<file path="config.mk">
export PLATFORM = sky130hd
export DESIGN_NAME = multicycle_control
export DESIGN_NICKNAME = d
export VERILOG_FILES = /design/src/rtl/multicycle_control.sv
export SDC_FILE = /design/constraint.sdc
export NUM_CORES = 1
export LEC_CHECK = 0
export CAP_MARGIN = 40
export CORE_MARGIN = 2
export CORE_UTILIZATION = 44
export DETAILED_ROUTE_END_ITERATION = 10
export PLACE_DENSITY = 0.9
export SYNTH_ARGS = -nofsm -noshare
export SYNTH_HDL_FRONTEND = slang
export SYNTH_SLANG_ARGS = --single-unit
</file>
<file path="constraint.sdc">
create_clock -name clk -period 2.2 [get_ports clk]
set_clock_uncertainty 0.05 [all_clocks]
set_input_delay 0.44 -clock clk [delete_from_list [all_inputs] [get_ports clk]]
set_output_delay 0.44 -clock clk [all_outputs]
set_load 0.01 [all_outputs]
</file>
<file path="src/rtl/multicycle_control.sv">
// Multicycle RV32I sequencing controller.
// A Moore FSM walks each instruction through fetch, decode, execute, memory
// and writeback. It drives the mux selects and write enables of a datapath
// that shares one ALU and one unified memory. Memory states stretch by
// MEM_WAIT cycles, and the controller freezes while stall is high.
module multicycle_control #(
  parameter int MEM_WAIT = 0
) (
  input  logic       clk,
  input  logic       reset,
  input  logic       stall,
  input  logic [6:0] op,
  input  logic [2:0] funct3,
  input  logic       funct7b5,
  input  logic       zero,
  output logic       PCWrite,
  output logic       AdrSrc,
  output logic       MemWrite,
  output logic       IRWrite,
  output logic [1:0] ResultSrc,
  output logic [1:0] ALUSrcA,
  output logic [1:0] ALUSrcB,
  output logic [2:0] ALUControl,
  output logic [1:0] ImmSrc,
  output logic       RegWrite,
  output logic       halt,
  output logic [3:0] state
);

  typedef enum logic [3:0] {
    S_FETCH    = 4'd0,
    S_DECODE   = 4'd1,
    S_MEMADR   = 4'd2,
    S_MEMREAD  = 4'd3,
    S_MEMWB    = 4'd4,
    S_MEMWRITE = 4'd5,
    S_EXECR    = 4'd6,
    S_EXECI    = 4'd7,
    S_ALUWB    = 4'd8,
    S_BEQ      = 4'd9,
    S_JAL      = 4'd10,
    S_ERROR    = 4'd15
  } state_t;

  localparam logic [6:0] OP_LOAD  = 7'b0000011;
  localparam logic [6:0] OP_STORE = 7'b0100011;
  localparam logic [6:0] OP_RTYPE = 7'b0110011;
  localparam logic [6:0] OP_ITYPE = 7'b0010011;
  localparam logic [6:0] OP_BRAN  = 7'b1100011;
  localparam logic [6:0] OP_JAL   = 7'b1101111;

  localparam logic [2:0] ALU_ADD = 3'b000;
  localparam logic [2:0] ALU_SUB = 3'b001;
  localparam logic [2:0] ALU_AND = 3'b010;
  localparam logic [2:0] ALU_OR  = 3'b011;
  localparam logic [2:0] ALU_SLT = 3'b101;

  localparam logic [1:0] SRCA_PC    = 2'b00;
  localparam logic [1:0] SRCA_OLDPC = 2'b01;
  localparam logic [1:0] SRCA_REG   = 2'b10;
  localparam logic [1:0] SRCB_REG   = 2'b00;
  localparam logic [1:0] SRCB_IMM   = 2'b01;
  localparam logic [1:0] SRCB_FOUR  = 2'b10;
  localparam logic [1:0] RES_ALUOUT = 2'b00;
  localparam logic [1:0] RES_DATA   = 2'b01;
  localparam logic [1:0] RES_ALURES = 2'b10;

  // The wait counter is always at least one bit wide, even for single-cycle memory.
  localparam int CNT_W = (MEM_WAIT < 1) ? 1 : $clog2(MEM_WAIT + 1);
  localparam logic [CNT_W-1:0] CNT_LAST = CNT_W'(MEM_WAIT);

  state_t           cur_state, next_state;
  logic [CNT_W-1:0] wait_cnt;
  logic             last_wait;
  logic             mem_state;
  logic             pc_we, ir_we, mem_we, rf_we;

  // These are the only funct3 values the shared ALU supports for R/I ops.
  function automatic logic alu_funct3_ok(input logic [2:0] f3);
    return (f3 == 3'b000) || (f3 == 3'b010) || (f3 == 3'b110) || (f3 == 3'b111);
  endfunction

  // Map funct3/funct7b5 to an ALU operation. Subtract is only legal for R-type (op[5]=1).
  function automatic logic [2:0] alu_decode(input logic op5, input logic [2:0] f3,
                                            input logic f7b5);
    logic [2:0] ctl;
    case (f3)
      3'b000:  ctl = (op5 & f7b5) ? ALU_SUB : ALU_ADD;
      3'b010:  ctl = ALU_SLT;
      3'b110:  ctl = ALU_OR;
      3'b111:  ctl = ALU_AND;
      default: ctl = ALU_ADD;
    endcase
    return ctl;
  endfunction

  assign last_wait = (wait_cnt == CNT_LAST);
  assign mem_state = (cur_state == S_FETCH) || (cur_state == S_MEMREAD) ||
                     (cur_state == S_MEMWRITE);

  // State register and memory wait counter; the counter restarts on every state change.
  always_ff @(posedge clk) begin
    if (!reset) begin
      cur_state <= S_FETCH;
      wait_cnt  <= '0;
    end else begin
      cur_state <= next_state;
      if (next_state != cur_state)
        wait_cnt <= '0;
      else if (!stall && mem_state && !last_wait)
        wait_cnt <= wait_cnt + CNT_W'(1);
    end
  end

  // Next-state logic; stall holds the current state.
  always_comb begin
    next_state = cur_state;
    if (!stall) begin
      case (cur_state)
        S_FETCH:    if (last_wait) next_state = S_DECODE;
        S_DECODE: begin
          case (op)
            OP_LOAD, OP_STORE: next_state = S_MEMADR;
            OP_RTYPE:          next_state = alu_funct3_ok(funct3) ? S_EXECR : S_ERROR;
            OP_ITYPE:          next_state = alu_funct3_ok(funct3) ? S_EXECI : S_ERROR;
            OP_BRAN:           next_state = S_BEQ;
            OP_JAL:            next_state = S_JAL;
            default:           next_state = S_ERROR;
          endcase
        end
        S_MEMADR:   next_state = op[5] ? S_MEMWRITE : S_MEMREAD;
        S_MEMREAD:  if (last_wait) next_state = S_MEMWB;
        S_MEMWB:    next_state = S_FETCH;
        S_MEMWRITE: if (last_wait) next_state = S_FETCH;
        S_EXECR:    next_state = S_ALUWB;
        S_EXECI:    next_state = S_ALUWB;
        S_ALUWB:    next_state = S_FETCH;
        S_BEQ:      next_state = S_FETCH;
        S_JAL:      next_state = S_ALUWB;
        S_ERROR:    next_state = S_ERROR;
        default:    next_state = S_ERROR;
      endcase
    end
  end

  // Moore outputs per state: selects plus raw (ungated) write enables.
  always_comb begin
    AdrSrc     = 1'b0;
    ResultSrc  = RES_ALUOUT;
    ALUSrcA    = SRCA_PC;
    ALUSrcB    = SRCB_REG;
    ALUControl = ALU_ADD;
    pc_we      = 1'b0;
    ir_we      = 1'b0;
    mem_we     = 1'b0;
    rf_we      = 1'b0;
    case (cur_state)
      S_FETCH: begin
        ALUSrcB   = SRCB_FOUR;
        ResultSrc = RES_ALURES;
        pc_we     = last_wait;
        ir_we     = last_wait;
      end
      S_DECODE: begin
        ALUSrcA = SRCA_OLDPC;
        ALUSrcB = SRCB_IMM;
      end
      S_MEMADR: begin
        ALUSrcA = SRCA_REG;
        ALUSrcB = SRCB_IMM;
      end
      S_MEMREAD:  AdrSrc = 1'b1;
      S_MEMWB: begin
        ResultSrc = RES_DATA;
        rf_we     = 1'b1;
      end
      S_MEMWRITE: begin
        AdrSrc = 1'b1;
        mem_we = last_wait;
      end
      S_EXECR: begin
        ALUSrcA    = SRCA_REG;
        ALUControl = alu_decode(op[5], funct3, funct7b5);
      end
      S_EXECI: begin
        ALUSrcA    = SRCA_REG;
        ALUSrcB    = SRCB_IMM;
        ALUControl = alu_decode(op[5], funct3, funct7b5);
      end
      S_ALUWB:    rf_we = 1'b1;
      S_BEQ: begin
        ALUSrcA    = SRCA_REG;
        ALUControl = ALU_SUB;
        pc_we      = zero;
      end
      S_JAL: begin
        ALUSrcA = SRCA_OLDPC;
        ALUSrcB = SRCB_FOUR;
        pc_we   = 1'b1;
      end
      default: ;
    endcase
  end

  // Immediate format is a pure function of the opcode.
  always_comb begin
    case (op)
      OP_STORE: ImmSrc = 2'b01;
      OP_BRAN:  ImmSrc = 2'b10;
      OP_JAL:   ImmSrc = 2'b11;
      default:  ImmSrc = 2'b00;
    endcase
  end

  // Reset or stall suppresses every architectural write; selects are left untouched.
  always_comb begin
    PCWrite  = pc_we  & reset & ~stall;
    IRWrite  = ir_we  & reset & ~stall;
    MemWrite = mem_we & reset & ~stall;
    RegWrite = rf_we  & reset & ~stall;
  end

  assign halt  = (cur_state == S_ERROR);
  assign state = cur_state;

endmodule

</file>
==> results.cfg, run 1 <==
[outcome]
status = complete, no violations

[sta]
finalCritPeriodShare_pct = 96.9
fin_hold_ws_ns = 0.616
rsz0062_at_grt = yes
max-slew-margin-rel_pct = 71.8
tns_ns = 0
min_period_ns = 2.13
hold_violations = 0
maxClockFrequency_mhz = 469
setup_ws_ns = 0.0687
tightest_slew_ns = 0.422
setup_viol = 0
final_max_slew_viol_count = 0

[floorplanning]
die-area_um2 = 2110
die_h_um = 46.0
die_w_um = 46.0
initial_utilization_pct = 45.9
placementRows = 15
core-area_um2 = 1690
io-pin-count = 36

[synth]
ys_warn_count = 0
synth_area_um2 = 774
seq_area_frac_synth_pct = 12.9
synthCells = 114
syn_avg_cell_area_um2 = 6.79
synth_edf_count = 0
synthArstFlopShare_pct = 0
syn_nets = 129
ys.flop_type = dfxtp_1
synth_seq_cells = 5
synth_cell_types = 46

[critical_path]
path_cells = clkdlybuf4s50_1 > inv_2 > nand2_2 > nor3b_1 > dlygate4sd2_1
worstPathArrival_ns = 1.64
path_max_fanout = 4
endpoint_kind = output pin
r2r_cells = 7
crit_path_start_kind = input pin
crit_family = buffers and inverters
r2r-end = state[1]
critPathBufInv = 3
crit_slowest_cell = clkdlybuf4s50_1
slowest_delay_ns = 0.47
r2r_start = state[2]
cp.required_ns = 1.71
regToRegSetupSlack_ns = 0.36
critPathKind = input pin to output pin

[detailed_routing]
drt-initial-drc-count = 25
avgRoutedWirePerCell_um = 13.4
wirelength_mm = 2.47
avgViaCountPerCell = 5.90
drc = 0
final_antenna_net_count = 0
dr_total_vias = 1085
firstDrtPassIters = 4

[clocking]
cts_num_sinks = 5
root_buffer = clkbuf_4
clk_pin_slew_ns = 0.05
post_cts_buffers = 0
clock_latency_ns = 0.24
cts_max_level = 1
clockBufferDepth = 2
cts_made_buffers = 3
cts_tree = built

[cells_and_area]
nets = 183
syn_to_final_growth_pct = 70.1
n_antenna_cell = 0
layout_commonest_cell = clkdlybuf4s50_1
mostFrequentLayoutCells = clkdlybuf4s50_1 (24), buf_4 (22), nand2_1 (10)
drive_gt1_share_pct = 26.9
design_area_um2 = 1320

[power]
pwr_density_cell_nw_per_um2 = 421
total_power_uw = 555
p_leak_nw = 0.597
irDropWorstVdd_mv = 0.539

[global_routing]
grt_pass1_vias = 932
grt_antenna_before_repair = 0
overflow = 0
grt_max_degree = 20
grt_usage_pct = 24.8
grt_pass1_wl_mm = 3.90

[placement]
dp.final_hpwl_mm = 1.92
pre_cts_ws_ns = -0.375
portBuffers = 35
gp_congestion = 0.840
place_area_um2 = 1280

[run]
cap_violations = 0

[worst_hold_path]
hold_depth = 2
holdCritPathClass = register to register
hold_end = state[0]
min_from = wait_cnt
-- per-stage QoR --
stage / util, % / std cells
after floorplan: - / 114
after global placement: 75.8 / 180
after detailed placement: 75.8 / 180
after CTS: 77.9 / 184
after global routing: 78.0 / 184
final: 78.0 / 184
-- sequential cells by signal, summed over array words and instances (netlist names) --
signal,count
wait_cnt,1
state,4
-- synth_stat cells, types with 3 or more instances --
cell type / count / area, µm²
o21ai_1: 3 / 15.0
o21ai_0: 3 / 15.0
xnor2_1: 3 / 26.3
nor2b_1: 5 / 31.3
nand2_1: 11 / 41.3
nor4_1: 3 / 18.8
dfxtp_1: 5 / 100
nor2_1: 10 / 37.5
nor3_1: 9 / 45.0
buf_2: 4 / 20.0
a21oi_1: 6 / 30.0
a31oi_1: 3 / 18.8
inv_1: 3 / 11.3
clkbuf_1: 4 / 15.0
nand3_1: 3 / 15.0
-- layout make-up --
cell class                      count  area, µm²
Sequential cell                     5        106
Multi-Input combinational cell     96        636
Clock buffer                        4       26.3
Tap cell                           17       21.3
Timing Repair Buffer               59        517
Inverter                            3       11.3
Fill cell                         125        372
-- how the worst max path moves through the flow --
stage	startpoint	to	slack, ns	cells after the start
2_1_floorplan	state[2]	PCWrite	0.02	4
3_3_place_gp	stall	RegWrite	-0.27	5
3_5_place_dp	stall	RegWrite	-0.37	5
4_1_cts	stall	RegWrite	-0.03	5
5_1_grt	stall	IRWrite	-0.007	5
6_report	stall	IRWrite	0.07	5
-- routing by layer --
layer | wire [µm] | track usage, %
met1 | 1020 | 30.7
met4 | 31 | 4.57
met3 | 144 | 5.95
met5 | 0 | 0
met2 | 1270 | 43.3
-- kinds of logic after synthesis --
group | share of synthesized area, %
multiplexers | 2.58
buffers and inverters | 7.43
AO/OA/AOI/OAI | 31.7
flip-flops | 12.9
AND/OR/NAND/NOR | 40.9
XOR/XNOR | 4.52
-- repair_timing --
item	in CTS	in global routing
gates resized for setup	20	14
endpoints found under the setup margin	15	12
hold buffers	0	0
cloned	0	0
-- report_power, final --
part | total [mW] | leakage, nW | internal, mW | switching (mW)
Clock | 0.107 | 0.0150 | 0.0686 | 0.0382
Sequential | 0.113 | 0.0425 | 0.0994 | 0.0133
Combinational | 0.335 | 0.540 | 0.179 | 0.157
Total | 0.555 | 0.597 | 0.347 | 0.208
-- worst register-to-register path, cell delays in order, from the launching register on --
cell and delay [ns]:
dfxtp_2 0.34, buf_6 0.15, buf_4 0.17, nor4b_2 0.43, nand4_1 0.17, nand3_2 0.12, a311o_1 0.18, o211a_1 0.16
Note: power is estimated with default switching activity, not from simulation.
==> run 2: changes to the inputs <==
Settings changed: CAP_MARGIN 40 to 20.
==> results of run 2 <==
The final DEF is identical to that of run 1; final timing and power are the same.
==> run 3: changes to the inputs <==
Settings changed: GPL_ROUTABILITY_DRIVEN set to 0, GPL_TIMING_DRIVEN set to 0.
==> run 3 against run 2 <==
- flip-flop and latch count unchanged
- hold slack improved by 0.0038 ns
- register-to-register slack gained 0.09 ns
- count of clock-buffer cells in the layout unchanged
- global-route usage down 1.3 points
- sequential power hardly changed
- clock power shrank 8%
- core utilization decreased by 4.0 points
- total power down 4.5%
- critical path depth fell by 1
- sequential share of layout area up 0.54 points
- highest routed layer unchanged
==> results.cfg, run 3 (synthesized netlist as in run 1, its figures left out) <==
[outcome]
status = complete, no violations

[clocking]
root_buffer = clkbuf_4
cts_made_buffers = 3
clk_pin_slew_ns = 0.04
cts_max_level = 1
clock_latency_ns = 0.23
cts_tree = built
cts_num_sinks = 5
clockBufferDepth = 2
ctsHoldBuffers = 0

[critical_path]
crit_path_start_kind = register
r2r_cells = 7
r2r-end = wait_cnt
path_max_fanout = 10
regToRegSetupSlack_ns = 0.45
worstPathArrival_ns = 1.67
cp.required_ns = 1.71
r2r_start = state[1]
critPathKind = register to output pin
endpoint_kind = output pin

[power]
p_leak_nw = 0.582
total_power_uw = 530
pwr_density_cell_nw_per_um2 = 424
irDropWorstVdd_mv = 0.508

[detailed_routing]
drc = 0
avgRoutedWirePerCell_um = 14.3
drt-initial-drc-count = 22
dr_total_vias = 1019
wirelength_mm = 2.45
final_antenna_net_count = 0
firstDrtPassIters = 4
avgViaCountPerCell = 5.92

[global_routing]
global_route.peak_usage_layer = met2
overflow = 0
met3_usage_pct = 3.17
grt_usage_pct = 23.5
grt_pass1_vias = 852
grt_util_met1_pct = 30.4
grt_antenna_before_repair = 0
gr-usage-met2_pct = 40.8
grt_pass1_wl_mm = 3.77
grt_max_degree = 11

[worst_hold_path]
holdCritPathClass = input pin to register
min_from = stall
hold_end = wait_cnt
hold_depth = 3

[floorplanning]
die_w_um = 46.0
io-pin-count = 36
initial_utilization_pct = 45.9
die_h_um = 46.0
die-area_um2 = 2110
placementRows = 15
core-area_um2 = 1690

[cells_and_area]
layout_commonest_cell = dlygate4sd2_1
layout.cells.non_filler = 172
largest_reg_flops = 4
syn_to_final_growth_pct = 61.4
mostFrequentLayoutCells = dlygate4sd2_1 (16), clkdlybuf4s50_1 (14), nand2_1 (11)
n_antenna_cell = 0
nets = 171
drive_gt1_share_pct = 18.1

[sta]
hold_violations = 0
maxClockFrequency_mhz = 463
min_period_ns = 2.16
max-slew-margin-rel_pct = 72.9
final_max_slew_viol_count = 0
setup_viol = 0
rsz0062_at_grt = yes
tightest_slew_ns = 0.406
setup_ws_ns = 0.0399
finalCritPeriodShare_pct = 98.2

[placement]
portBuffers = 34
dp.cells = 165
pre_cts_ws_ns = -0.452
dp.final_hpwl_mm = 1.79

[run]
cap_violations = 0
[run 3: cell types whose count changed in the layout (fill, tap and decap cells not counted), sizes merged]
cell | before | now
dlygate4sd2 | 5 | 16
dlymetal6s2s | 2 | 3
buf | 24 | 10
clkdlybuf4s50 | 24 | 14
[run 3: through the flow]
stage	TNS, ns	hold WS [ns]	area [µm²]	utilization, %
floorplan	0	0.528	774	-
global placement	-3.36	0.603	1140	67.3
detailed placement	-3.71	0.603	1140	67.3
CTS	0	0.618	1200	71.0
global route	-0.0587	0.631	1250	74.0
finish	0	0.620	1250	74.0
[run 3: repair_timing]
| action | 4_1_cts | 5_1_grt |
|---|---|---|
| setup endpoints to repair | 17 | 8 |
| gates resized for setup | 36 | 15 |
| setup buffers | 0 | 3 |
| pin swaps | 0 | 0 |
[run 3: area by class of cell]
cell class / count / area, µm²
timing repair buffer: 37 / 345
inverter: 3 / 11.3
fill: 135 / 439
tap: 17 / 21.3
multi-input combinational: 96 / 648
buffer: 10 / 90.1
clock buffer: 4 / 26.3
sequential: 5 / 108
[run 3: worst max-delay path by stage]
| stage | end | depth (start not counted) | startpoint | slack, ns |
|---|---|---|---|---|
| after floorplan | PCWrite | 4 | state[2] | 0.02 |
| final | RegWrite | 4 | state[2] | 0.04 |
| after global placement | RegWrite | 4 | reset | -0.43 |
| after detailed placement | RegWrite | 4 | reset | -0.45 |
| after CTS | ImmSrc[0] | 4 | op[6] | 0.009 |
| after global routing | PCWrite | 5 | state[2] | -0.03 |
[run 3: layer usage]
layer  share of wire (%)  vias to the layer above
met2                  52                       47
met4                0.61                        0
met5                   0                        -
met1                  41                      460
li1                    -                      510
met3                 6.0                        2
[run 3: where the power goes]
| group | leakage [nW] | switching [mW] | internal, mW |
|---|---|---|---|
| combinational | 0.524 | 0.160 | 0.161 |
| clock | 0.0150 | 0.0301 | 0.0681 |
| sequential | 0.0424 | 0.0126 | 0.0985 |
| total | 0.582 | 0.202 | 0.328 |
[run 3: critical path, stage by stage, from the launching register on]
cell           delay [ns]
dfxtp_4              0.37
buf_4                0.18
nand2b_1             0.16
a2111oi_0            0.40
dlygate4sd2_1        0.32
